**config.mk**
```make
export PLATFORM = sky130hd
export DESIGN_NAME = dzcpu_ucode_seq
export DESIGN_NICKNAME = d
export VERILOG_FILES = /design/src/rtl/dzcpu_ucode_pkg.sv /design/src/rtl/dzcpu_ucode_stack.sv /design/src/rtl/dzcpu_ucode_seq.sv
export SDC_FILE = /design/constraint.sdc
export NUM_CORES = 1
export LEC_CHECK = 0
export CAP_MARGIN = 20
export CORE_AREA = 4 4 98 100
export CTS_CLUSTER_DIAMETER = 60
export CTS_CLUSTER_SIZE = 28
export DETAILED_ROUTE_END_ITERATION = 8
export DIE_AREA = 0 0 102 104
export GPL_ROUTABILITY_DRIVEN = 0
export PLACE_DENSITY_LB_ADDON = 0.2
export SLEW_MARGIN = 20
export SYNTH_ARGS = -nofsm -noshare
export SYNTH_HDL_FRONTEND = slang
export SYNTH_SLANG_ARGS = --single-unit
```
**constraint.sdc**
```tcl
create_clock -name iClock -period 3.5 [get_ports iClock]
set_input_delay 0.7 -clock iClock [delete_from_list [all_inputs] [get_ports iClock]]
set_output_delay 0.7 -clock iClock [all_outputs]
set_load 0.03 [all_outputs]
```
**src/rtl/dzcpu_ucode_pkg.sv**
```systemverilog
// Shared encodings for the DZCPU micro-op sequencer: uop flow field values
// and sequencer FSM state codes.
package dzcpu_ucode_pkg;

    localparam logic [2:0] FLOW_OP        = 3'd0;
    localparam logic [2:0] FLOW_INC       = 3'd1;
    localparam logic [2:0] FLOW_EOF       = 3'd2;
    localparam logic [2:0] FLOW_INC_EOF   = 3'd3;
    localparam logic [2:0] FLOW_INC_EOF_Z = 3'd4;
    localparam logic [2:0] FLOW_JCB       = 3'd5;
    localparam logic [2:0] FLOW_CALL      = 3'd6;
    localparam logic [2:0] FLOW_RET       = 3'd7;

    localparam logic [1:0] ST_IDLE   = 2'd0;
    localparam logic [1:0] ST_CBWAIT = 2'd1;
    localparam logic [1:0] ST_LOOKUP = 2'd2;
    localparam logic [1:0] ST_RUN    = 2'd3;

    // Opcode intake is open only while waiting for a base or CB opcode byte.
    function automatic logic mop_ready(input logic [1:0] st);
        return (st == ST_IDLE) || (st == ST_CBWAIT);
    endfunction

endpackage

```
**src/rtl/dzcpu_ucode_stack.sv**
```systemverilog
// Return-address stack for uop CALL/RET; push/pop are ignored when full/empty,
// clear empties it in one cycle.
module dzcpu_ucode_stack
    import dzcpu_ucode_pkg::*;
#(
    parameter int ADDR_W  = 8,
    parameter int STACK_D = 2
) (
    input  logic              clk,
    input  logic              rst,
    input  logic              clear,
    input  logic              push,
    input  logic              pop,
    input  logic [ADDR_W-1:0] push_data,
    output logic [ADDR_W-1:0] top,
    output logic              full,
    output logic              empty
);

    localparam int CNT_W = $clog2(STACK_D + 1);

    logic [CNT_W-1:0]  cnt_r;
    logic [ADDR_W-1:0] mem_r [STACK_D];
    logic [ADDR_W-1:0] top_s;

    assign full  = (cnt_r == CNT_W'(STACK_D));
    assign empty = (cnt_r == {CNT_W{1'b0}});
    assign top   = top_s;

    // Occupancy counter.
    always_ff @(posedge clk) begin
        if (rst || clear) begin
            cnt_r <= {CNT_W{1'b0}};
        end else if (push && !full) begin
            cnt_r <= cnt_r + CNT_W'(1);
        end else if (pop && !empty) begin
            cnt_r <= cnt_r - CNT_W'(1);
        end else begin
            cnt_r <= cnt_r;
        end
    end

    // Entry storage; slot i is written when the count equals i.
    always_ff @(posedge clk) begin
        for (int i = 0; i < STACK_D; i++) begin
            if (rst) begin
                mem_r[i] <= {ADDR_W{1'b0}};
            end else if (push && !full && !clear && (cnt_r == CNT_W'(i))) begin
                mem_r[i] <= push_data;
            end else begin
                mem_r[i] <= mem_r[i];
            end
        end
    end

    // Top-of-stack select.
    always_comb begin
        top_s = {ADDR_W{1'b0}};
        for (int i = 0; i < STACK_D; i++) begin
            if (cnt_r == CNT_W'(i + 1)) begin
                top_s = mem_r[i];
            end else begin
                top_s = top_s;
            end
        end
    end

endmodule

```
**src/rtl/dzcpu_ucode_seq.sv**
```systemverilog
// DZCPU micro-op sequencer: opcode intake, flow LUT lookup and uPC stepping.
// Define DZCPU_UCODE_SEQ_COND_EOF_EN to make INC_EOF_Z end the flow on Z=1.
module dzcpu_ucode_seq
    import dzcpu_ucode_pkg::*;
#(
    parameter int ADDR_W  = 8,
    parameter int UOP_W   = 12,
    parameter int STACK_D = 2
) (
    input  logic              iClock,
    input  logic              iReset,
    input  logic [7:0]        iMop,
    input  logic              iMopValid,
    output logic              oMopReady,
    output logic [7:0]        oLutMop,
    output logic              oLutPage,
    input  logic [ADDR_W-1:0] iFlowIdx,
    output logic [ADDR_W-1:0] oUopAddr,
    input  logic [UOP_W-1:0]  iUop,
    output logic              oUopValid,
    input  logic              iStall,
    input  logic              iZFlag,
    output logic              oPcInc,
    output logic              oEof,
    output logic              oStackErr
);

    localparam logic [ADDR_W-1:0] ONE = {{(ADDR_W-1){1'b0}}, 1'b1};

    logic [1:0]        state_r, state_nxt_s;
    logic [ADDR_W-1:0] upc_r, upc_nxt_s, upc_inc_s;
    logic [7:0]        lut_mop_r;
    logic              lut_page_r, page_nxt_s;
    logic              err_r;
    logic              mop_load_s, pc_inc_s, eof_s, push_s, pop_s, err_set_s;
    logic [2:0]        flow_s;
    logic [ADDR_W-1:0] operand_s, stack_top_s;
    logic              stack_full_s, stack_empty_s;
    logic              unused_s;

    assign flow_s    = iUop[UOP_W-1 -: 3];
    assign operand_s = iUop[ADDR_W-1:0];
    assign upc_inc_s = upc_r + ONE;

`ifdef DZCPU_UCODE_SEQ_COND_EOF_EN
    assign unused_s = ^iUop;
`else
    assign unused_s = ^{iUop, iZFlag};
`endif

    dzcpu_ucode_stack #(
        .ADDR_W  (ADDR_W),
        .STACK_D (STACK_D)
    ) u_stack (
        .clk       (iClock),
        .rst       (iReset),
        .clear     (eof_s),
        .push      (push_s),
        .pop       (pop_s),
        .push_data (upc_inc_s),
        .top       (stack_top_s),
        .full      (stack_full_s),
        .empty     (stack_empty_s)
    );

    // Next-state, uPC and pulse decode.
    always_comb begin
        state_nxt_s = state_r;
        upc_nxt_s   = upc_r;
        page_nxt_s  = lut_page_r;
        mop_load_s  = 1'b0;
        pc_inc_s    = 1'b0;
        eof_s       = 1'b0;
        push_s      = 1'b0;
        pop_s       = 1'b0;
        err_set_s   = 1'b0;
        case (state_r)
            ST_IDLE, ST_CBWAIT: begin
                if (iMopValid) begin
                    mop_load_s  = 1'b1;
                    page_nxt_s  = (state_r == ST_CBWAIT);
                    state_nxt_s = ST_LOOKUP;
                end else begin
                    state_nxt_s = state_r;
                end
            end
            ST_LOOKUP: begin
                upc_nxt_s   = iFlowIdx;
                state_nxt_s = ST_RUN;
            end
            ST_RUN: begin
                if (iStall) begin
                    state_nxt_s = state_r;
                end else begin
                    case (flow_s)
                        FLOW_OP: upc_nxt_s = upc_inc_s;
                        FLOW_INC: begin
                            pc_inc_s  = 1'b1;
                            upc_nxt_s = upc_inc_s;
                        end
                        FLOW_EOF: begin
                            eof_s       = 1'b1;
                            state_nxt_s = ST_IDLE;
                        end
                        FLOW_INC_EOF: begin
                            pc_inc_s    = 1'b1;
                            eof_s       = 1'b1;
                            state_nxt_s = ST_IDLE;
                        end
                        FLOW_INC_EOF_Z: begin
                            pc_inc_s = 1'b1;
`ifdef DZCPU_UCODE_SEQ_COND_EOF_EN
                            if (iZFlag) begin
                                eof_s       = 1'b1;
                                state_nxt_s = ST_IDLE;
                            end else begin
                                upc_nxt_s = upc_inc_s;
                            end
`else
                            upc_nxt_s = upc_inc_s;
`endif
                        end
                        FLOW_JCB: state_nxt_s = ST_CBWAIT;
                        FLOW_CALL: begin
                            if (stack_full_s) begin
                                err_set_s   = 1'b1;
                                eof_s       = 1'b1;
                                state_nxt_s = ST_IDLE;
                            end else begin
                                push_s    = 1'b1;
                                upc_nxt_s = operand_s;
                            end
                        end
                        FLOW_RET: begin
                            if (stack_empty_s) begin
                                err_set_s   = 1'b1;
                                eof_s       = 1'b1;
                                state_nxt_s = ST_IDLE;
                            end else begin
                                pop_s     = 1'b1;
                                upc_nxt_s = stack_top_s;
                            end
                        end
                        default: begin
                            eof_s       = 1'b1;
                            state_nxt_s = ST_IDLE;
                        end
                    endcase
                end
            end
            default: state_nxt_s = ST_IDLE;
        endcase
    end

    // Sequencer state registers.
    always_ff @(posedge iClock) begin
        if (iReset) begin
            state_r    <= ST_IDLE;
            upc_r      <= {ADDR_W{1'b0}};
            lut_mop_r  <= 8'h00;
            lut_page_r <= 1'b0;
            err_r      <= 1'b0;
        end else begin
            state_r    <= state_nxt_s;
            upc_r      <= upc_nxt_s;
            lut_page_r <= page_nxt_s;
            lut_mop_r  <= mop_load_s ? iMop : lut_mop_r;
            err_r      <= err_r | err_set_s;
        end
    end

    assign oMopReady = mop_ready(state_r);
    assign oLutMop   = lut_mop_r;
    assign oLutPage  = lut_page_r;
    assign oUopAddr  = upc_r;
    assign oStackErr = err_r;
    assign oUopValid = (state_r == ST_RUN) & ~iReset;
    assign oPcInc    = pc_inc_s & ~iReset;
    assign oEof      = eof_s & ~iReset;

endmodule

```
# After elaboration in Yosys (flattened, before gate mapping)
# Memory sizes are Yosys's and may differ from the RTL's.
# Cells that the tools add are included.
totals:
  ff_bits: 22
  latchBits: 0
  mem_bits_rw: 16
  rom_bits: 0
  inputBits: 33
  output_inout_bits: 22
  word_cells: 115
  memories: 1
classes:
  add_sub_neg: 3
  mul: 0
  div: 0
  magnitude_cmp: 0
  eq_ne: 20
  shift: 0
  n_mux: 54
  bitwise_logic: 9
  reduce_logical: 22
mem_list:
  columns: ["memory", "depth", "word_bits", "read_ports", "rd_clocked_by_memory_dff", "wr", "line", "source"]
  rows:
  - ["u_stack.mem_r", 2, 8, 2, 0, 2, "dzcpu_ucode_stack.sv:23", "logic [ADDR_W-1:0] mem_r [STACK_D];"]
ops:
  columns: ["cell", "count"]
  rows:
  - ["2-to-1 mux 8 bit", 9]
  - ["2-to-1 mux 1 bit", 33]
  - ["case mux 8 bit (3 select lines)", 1]
  - ["case mux 8 bit (2 select lines)", 1]
  - ["equality test 3 bit, second input constant", 4]
  - ["2-to-1 mux 2 bit", 6]
  - ["AND reduction 5 bit", 2]
  - ["adder 8 x 1 -> 8 bit, second input constant", 1]
  - ["case mux 2 bit (4 select lines)", 1]
  - ["equality test 2 bit, second input constant", 3]
  - ["equality test 3 x 2 -> 1 bit, second input constant", 2]
  - ["inequality test 3 x 2 -> 1 bit, second input constant", 2]
  - ["inequality test 3 bit, second input constant", 2]
  - ["case mux 2 bit (3 select lines)", 1]
  - ["OR reduction 3 bit", 2]
  - ["logical AND 1 bit", 5]
  - ["inequality test 5 x 2 -> 1 bit, second input constant", 1]
  - ["OR 1 bit", 5]
  - ["equality test 2 x 1 -> 1 bit, second input constant", 2]
  - ["logical NOT 2 bit", 2]
  - ["inequality test 2 bit, second input constant", 2]
  - ["inequality test 4 x 2 -> 1 bit, second input constant", 1]
  - ["nonzero test 2 bit", 2]
  - ["OR reduction 2 bit", 2]
  - ["11 further kinds", 16]

# Logic depth before layout (Yosys ltp)
logic_depth:
  depth_word: 13
  mapped_depth: 7
  depth_no_buf: 6

# Cells and area by module
# From an unflattened synthesis, not the netlist that was laid out.
hier_totals:
  hier_cells: 231
  area_unflattened_um2: 2170.8
modules_own_cells:
  columns: ["mod", "n_inst", "cells_each", "area_each_um2", "seq_area_each_um2"]
  rows:
  - ["dzcpu_ucode_seq", 1, 164, 1281.2, 400.4]
  - ["dzcpu_ucode_stack", 1, 67, 889.6, 520.5]

# Worst setup path before layout
# No wires, ideal clock.
synth_timing:
  path_kind: "input port to output port"
  start: "input iUop[9]"
  end: "output oEof"
  arrival_time_ps: 2139
  required_ps: 2800
  path_slack_ps: 661
  path_stages: 4
  n_path_buf: 1
  cell_sequence: "buf_2 -> mux2_2 -> o21ai_0 -> nor4_1"
synth_via:
  elab_chain_len: 6
  elab_cells_between_ends: 9
  classes_between: "eq/ne: 4; mux: 3; bitwise: 1; reduce/logical: 1"
synth_rtl:
  columns: ["element", "line", "source"]
  rows:
  - ["start: declaration", "dzcpu_ucode_seq.sv:19", "input logic [UOP_W-1:0] iUop,"]
  - ["equality test 3 x 2 -> 1 bit", "dzcpu_ucode_seq.sv:95", "case (flow_s)"]
  - ["OR reduction 2 bit (no source line)", null, null]
  - ["case mux 1 bit (3 select lines) *", "dzcpu_ucode_seq.sv:95", null]
  - ["2-to-1 mux 1 bit *", "dzcpu_ucode_seq.sv:92", "if (iStall) begin"]
  - ["2-to-1 mux 1 bit *", "dzcpu_ucode_seq.sv:77", "case (state_r)"]
  - ["AND 1 bit *", "dzcpu_ucode_seq.sv:179", "assign oEof = eof_s & ~iReset;"]
  - ["end: declaration", "dzcpu_ucode_seq.sv:24", "output logic oEof,"]
# Every way passes the cells marked *; elsewhere a longest branch is shown, timed or not.

# Worst setup path in the final report
# Ends and elaborated chain as after synthesis.

==> flow_metrics.env <==
export IMPL_grt_pass1_wl_um=9970
export IMPL_slew_headroom_pct=58.8
export IMPL_io_pins=55
export IMPL_grt_pass1_vias=1923
export IMPL_p_total_w=0.00107
export IMPL_drv_slew=0
export IMPL_die_area_mm2=0.0106
export IMPL_syn_inst=244
export IMPL_cts_inserted_buffers=5
export IMPL_status="finished, final reports clean"
export IMPL_cp_start_kind="input port"
export IMPL_insertedDiodeCount=0
export IMPL_clockPowerShare_pct=35.0
export IMPL_setup_viol=0
export IMPL_fin_tns_setup_ps=0
export IMPL_avgSynthCellArea_um2=8.78
export IMPL_initial_core_util_pct=24.7
export IMPL_synthFlopType="dfxtp_1"
export IMPL_layout_core_utilization_pct=32.9
export IMPL_drtAntennaViolNets=0
export IMPL_finalCritPeriodShare_pct=90.4
export IMPL_nets=328
export IMPL_syn_cell_area_mm2=0.00214
export IMPL_drt_iter0_drc=113
export IMPL_hold_class="reg2reg"
export IMPL_grt_max_degree=25
export IMPL_rows=34
export IMPL_setup_ws_ps=335
export IMPL_swShare_pct=26.8
export IMPL_power_internal_w=0.000782
export IMPL_peakVddDrop_v=0.000166
export IMPL_dp_slack_ps=323
export IMPL_drcViolationCount=0
export IMPL_path_max_fanout=3
export IMPL_critical_path_class="in2out"
export IMPL_drtPass1Iterations=4
export IMPL_synth_edf_count=16
export IMPL_vias=1936
export IMPL_ys_ff_latch=38
export IMPL_vias_per_cell=4.84
export IMPL_portBuffers=52
export IMPL_clock_path_buffers=2
export IMPL_syn_nets=281
export IMPL_tightest_slew_ps=617
export IMPL_place_detailed_hpwl_um=4610
export IMPL_placed_cells=392
export IMPL_clock_latency_ps=290
export IMPL_async_flop_share_pct=0
export IMPL_cp_data_required_time_ps=2800
export IMPL_grt_usage_pct=11.8
export IMPL_ys_warn_count=0
export IMPL_root_buffer="clkbuf_8"
export IMPL_synth_seq_area_share_pct=43.0
export IMPL_chipWidth_um=102
export IMPL_rsz0062_at_grt="false"
export IMPL_coreArea_mm2=0.00868
export IMPL_critPathArrivalTime_ps=2460
export IMPL_clkSinkCount=38
export IMPL_leakage_nw=0.952
export IMPL_hold_buffers=0
export IMPL_die_y_um=104
export IMPL_worst_setup_path_end_kind="output pin"
export IMPL_grt_ovfl_total=0
export IMPL_max_freq_mhz=316
export IMPL_pwr_density_cell_mw_per_mm2=374
export IMPL_cts_resized=0
export IMPL_syn_to_final_growth_pct=33.2
export IMPL_post_cts_setup_buffers=0
export IMPL_drive_gt1_share_pct=8.22
export IMPL_p_sw_w=0.000286
export IMPL_fin_cells=400
export IMPL_p_seq_share_pct=47.2
export IMPL_fin_worst_skew_ps=12.1
export IMPL_antenna_found_initial=0
export IMPL_cap_violations=0
export IMPL_totalWireLength_um=6230
export IMPL_htreeDepth=2
export IMPL_fin_crit_ps=3160
export IMPL_synth_cell_types=46
export IMPL_clk_pin_slew_worst_paths_ps=70
export IMPL_hold_viol=0
export IMPL_cts_tree="yes"
export IMPL_wl_per_cell_um=15.6
export IMPL_combPwrFrac_pct=17.8
export IMPL_fillCellCount=951
==> metal layers <==
metal	vias to the layer above	track usage (%)	part of all wire, %	wire [um]
met4	0	2.25	0.61	38
met3	5	2.68	4.7	293
met1	927	16.0	47	2940
li1	966	-	-	-
met5	-	0	0	0
met2	38	19.0	47	2950
==> stage by stage <==
step	area, um^2	hold WS [ps]
after floorplan	2140	462
after global placement	2750	443
after detailed placement	2750	449
after CTS	2860	460
after global routing	2860	486
final	2860	455
==> layout by cell type, fill, tap and decap left out, drive strengths merged, types with 2 or more instances in the layout <==
master	Yosys	final
o211a	4	4
nor4	5	5
xor2	2	2
a311o	5	5
nor3	4	4
o31ai	7	7
and2	2	2
ha	4	4
inv	8	8
edfxtp	16	16
nand4	2	2
xnor2	5	5
dfxtp	22	22
o211ai	2	2
a31oi	2	2
clkdlybuf4s50	0	51
o41ai	3	3
nand3b	8	8
a311oi	2	2
nor2	32	32
a31o	2	2
o21ai	6	6
clkbuf	7	6
or3	2	2
nand2	41	41
buf	12	8
a21oi	17	17
nand3	10	10
==> power by group through the flow <==
stage,Combinational (W),Sequential [W],Clock [W]
global placement,0.000192,0.000514,0
floorplan,0.0000869,0.000532,0
CTS,0.000193,0.000504,0.000386
global route,0.000206,0.000508,0.000409
finish,0.000190,0.000504,0.000374
detailed placement,0.000193,0.000514,0
==> kinds of logic after synthesis <==
family | count (synthesis) | synth area share (%)
simple gates | 111 | 25.2
compound gates | 56 | 19.8
flops | 38 | 43.0
buf+inv | 27 | 6.25
xor+xnor | 7 | 2.86
fa+ha+maj | 4 | 2.34
mux | 1 | 0.525
==> final cells by class <==
type                    instances  area [um^2]  area share [%]
multi-input cells             179         1090            38.1
inverters                       8         30.0            1.05
flip-flops and latches         38          921            32.3
repair buffers                 59          571            20.0
clock inverters                 2         37.5            1.31
well taps                     108          135            4.73
clock buffers                   6         72.6            2.54
==> critical path, cell delays in order <==
cell and delay, ps:
clkdlybuf4s50_1 480, mux2_2 380, o21ai_0 220, nor4_1 70, clkdlybuf4s50_1 610
==> worst paths after layout <==
check / startpoint / end / slack, ps / depth (start not counted)
min: oLutMop[6]$_SDFFE_PP0P_ / oLutMop[6]$_SDFFE_PP0P_ / 460 / 2
min reg2reg: oLutMop[6]$_SDFFE_PP0P_ / oLutMop[6]$_SDFFE_PP0P_ / 460 / 2
max reg2reg: u_stack.cnt_r[0]$_SDFFE_PP0P_ / u_stack.mem_r[1][2]$_SDFFCE_PN0P_ / 1510 / 6
max: iUop[9] / oEof / 340 / 5
==> state kept, by name (all words and copies together), names as in the netlist <==
register / count
state_r: 2
oLutMop: 8
oUopAddr: 8
oLutPage: 1
oStackErr: 1
u_stack.cnt_r: 2
u_stack.mem_r: 16
==> cells in the mapped netlist, drive strengths merged, types with 5 or more instances <==
cell / n / area share, %
buf: 12 / 3.6
nand3: 10 / 2.3
nor4: 5 / 2.5
dfxtp: 22 / 21
edfxtp: 16 / 22
o21ai: 6 / 1.4
a21oi: 17 / 4.3
nor2: 32 / 5.6
nand3b: 8 / 2.8
inv: 8 / 1.4
a311o: 5 / 2.3
clkbuf: 7 / 1.2
o31ai: 7 / 2.5
xnor2: 5 / 2.0
nand2: 41 / 7.2
Power figures use the tool's default switching activity.
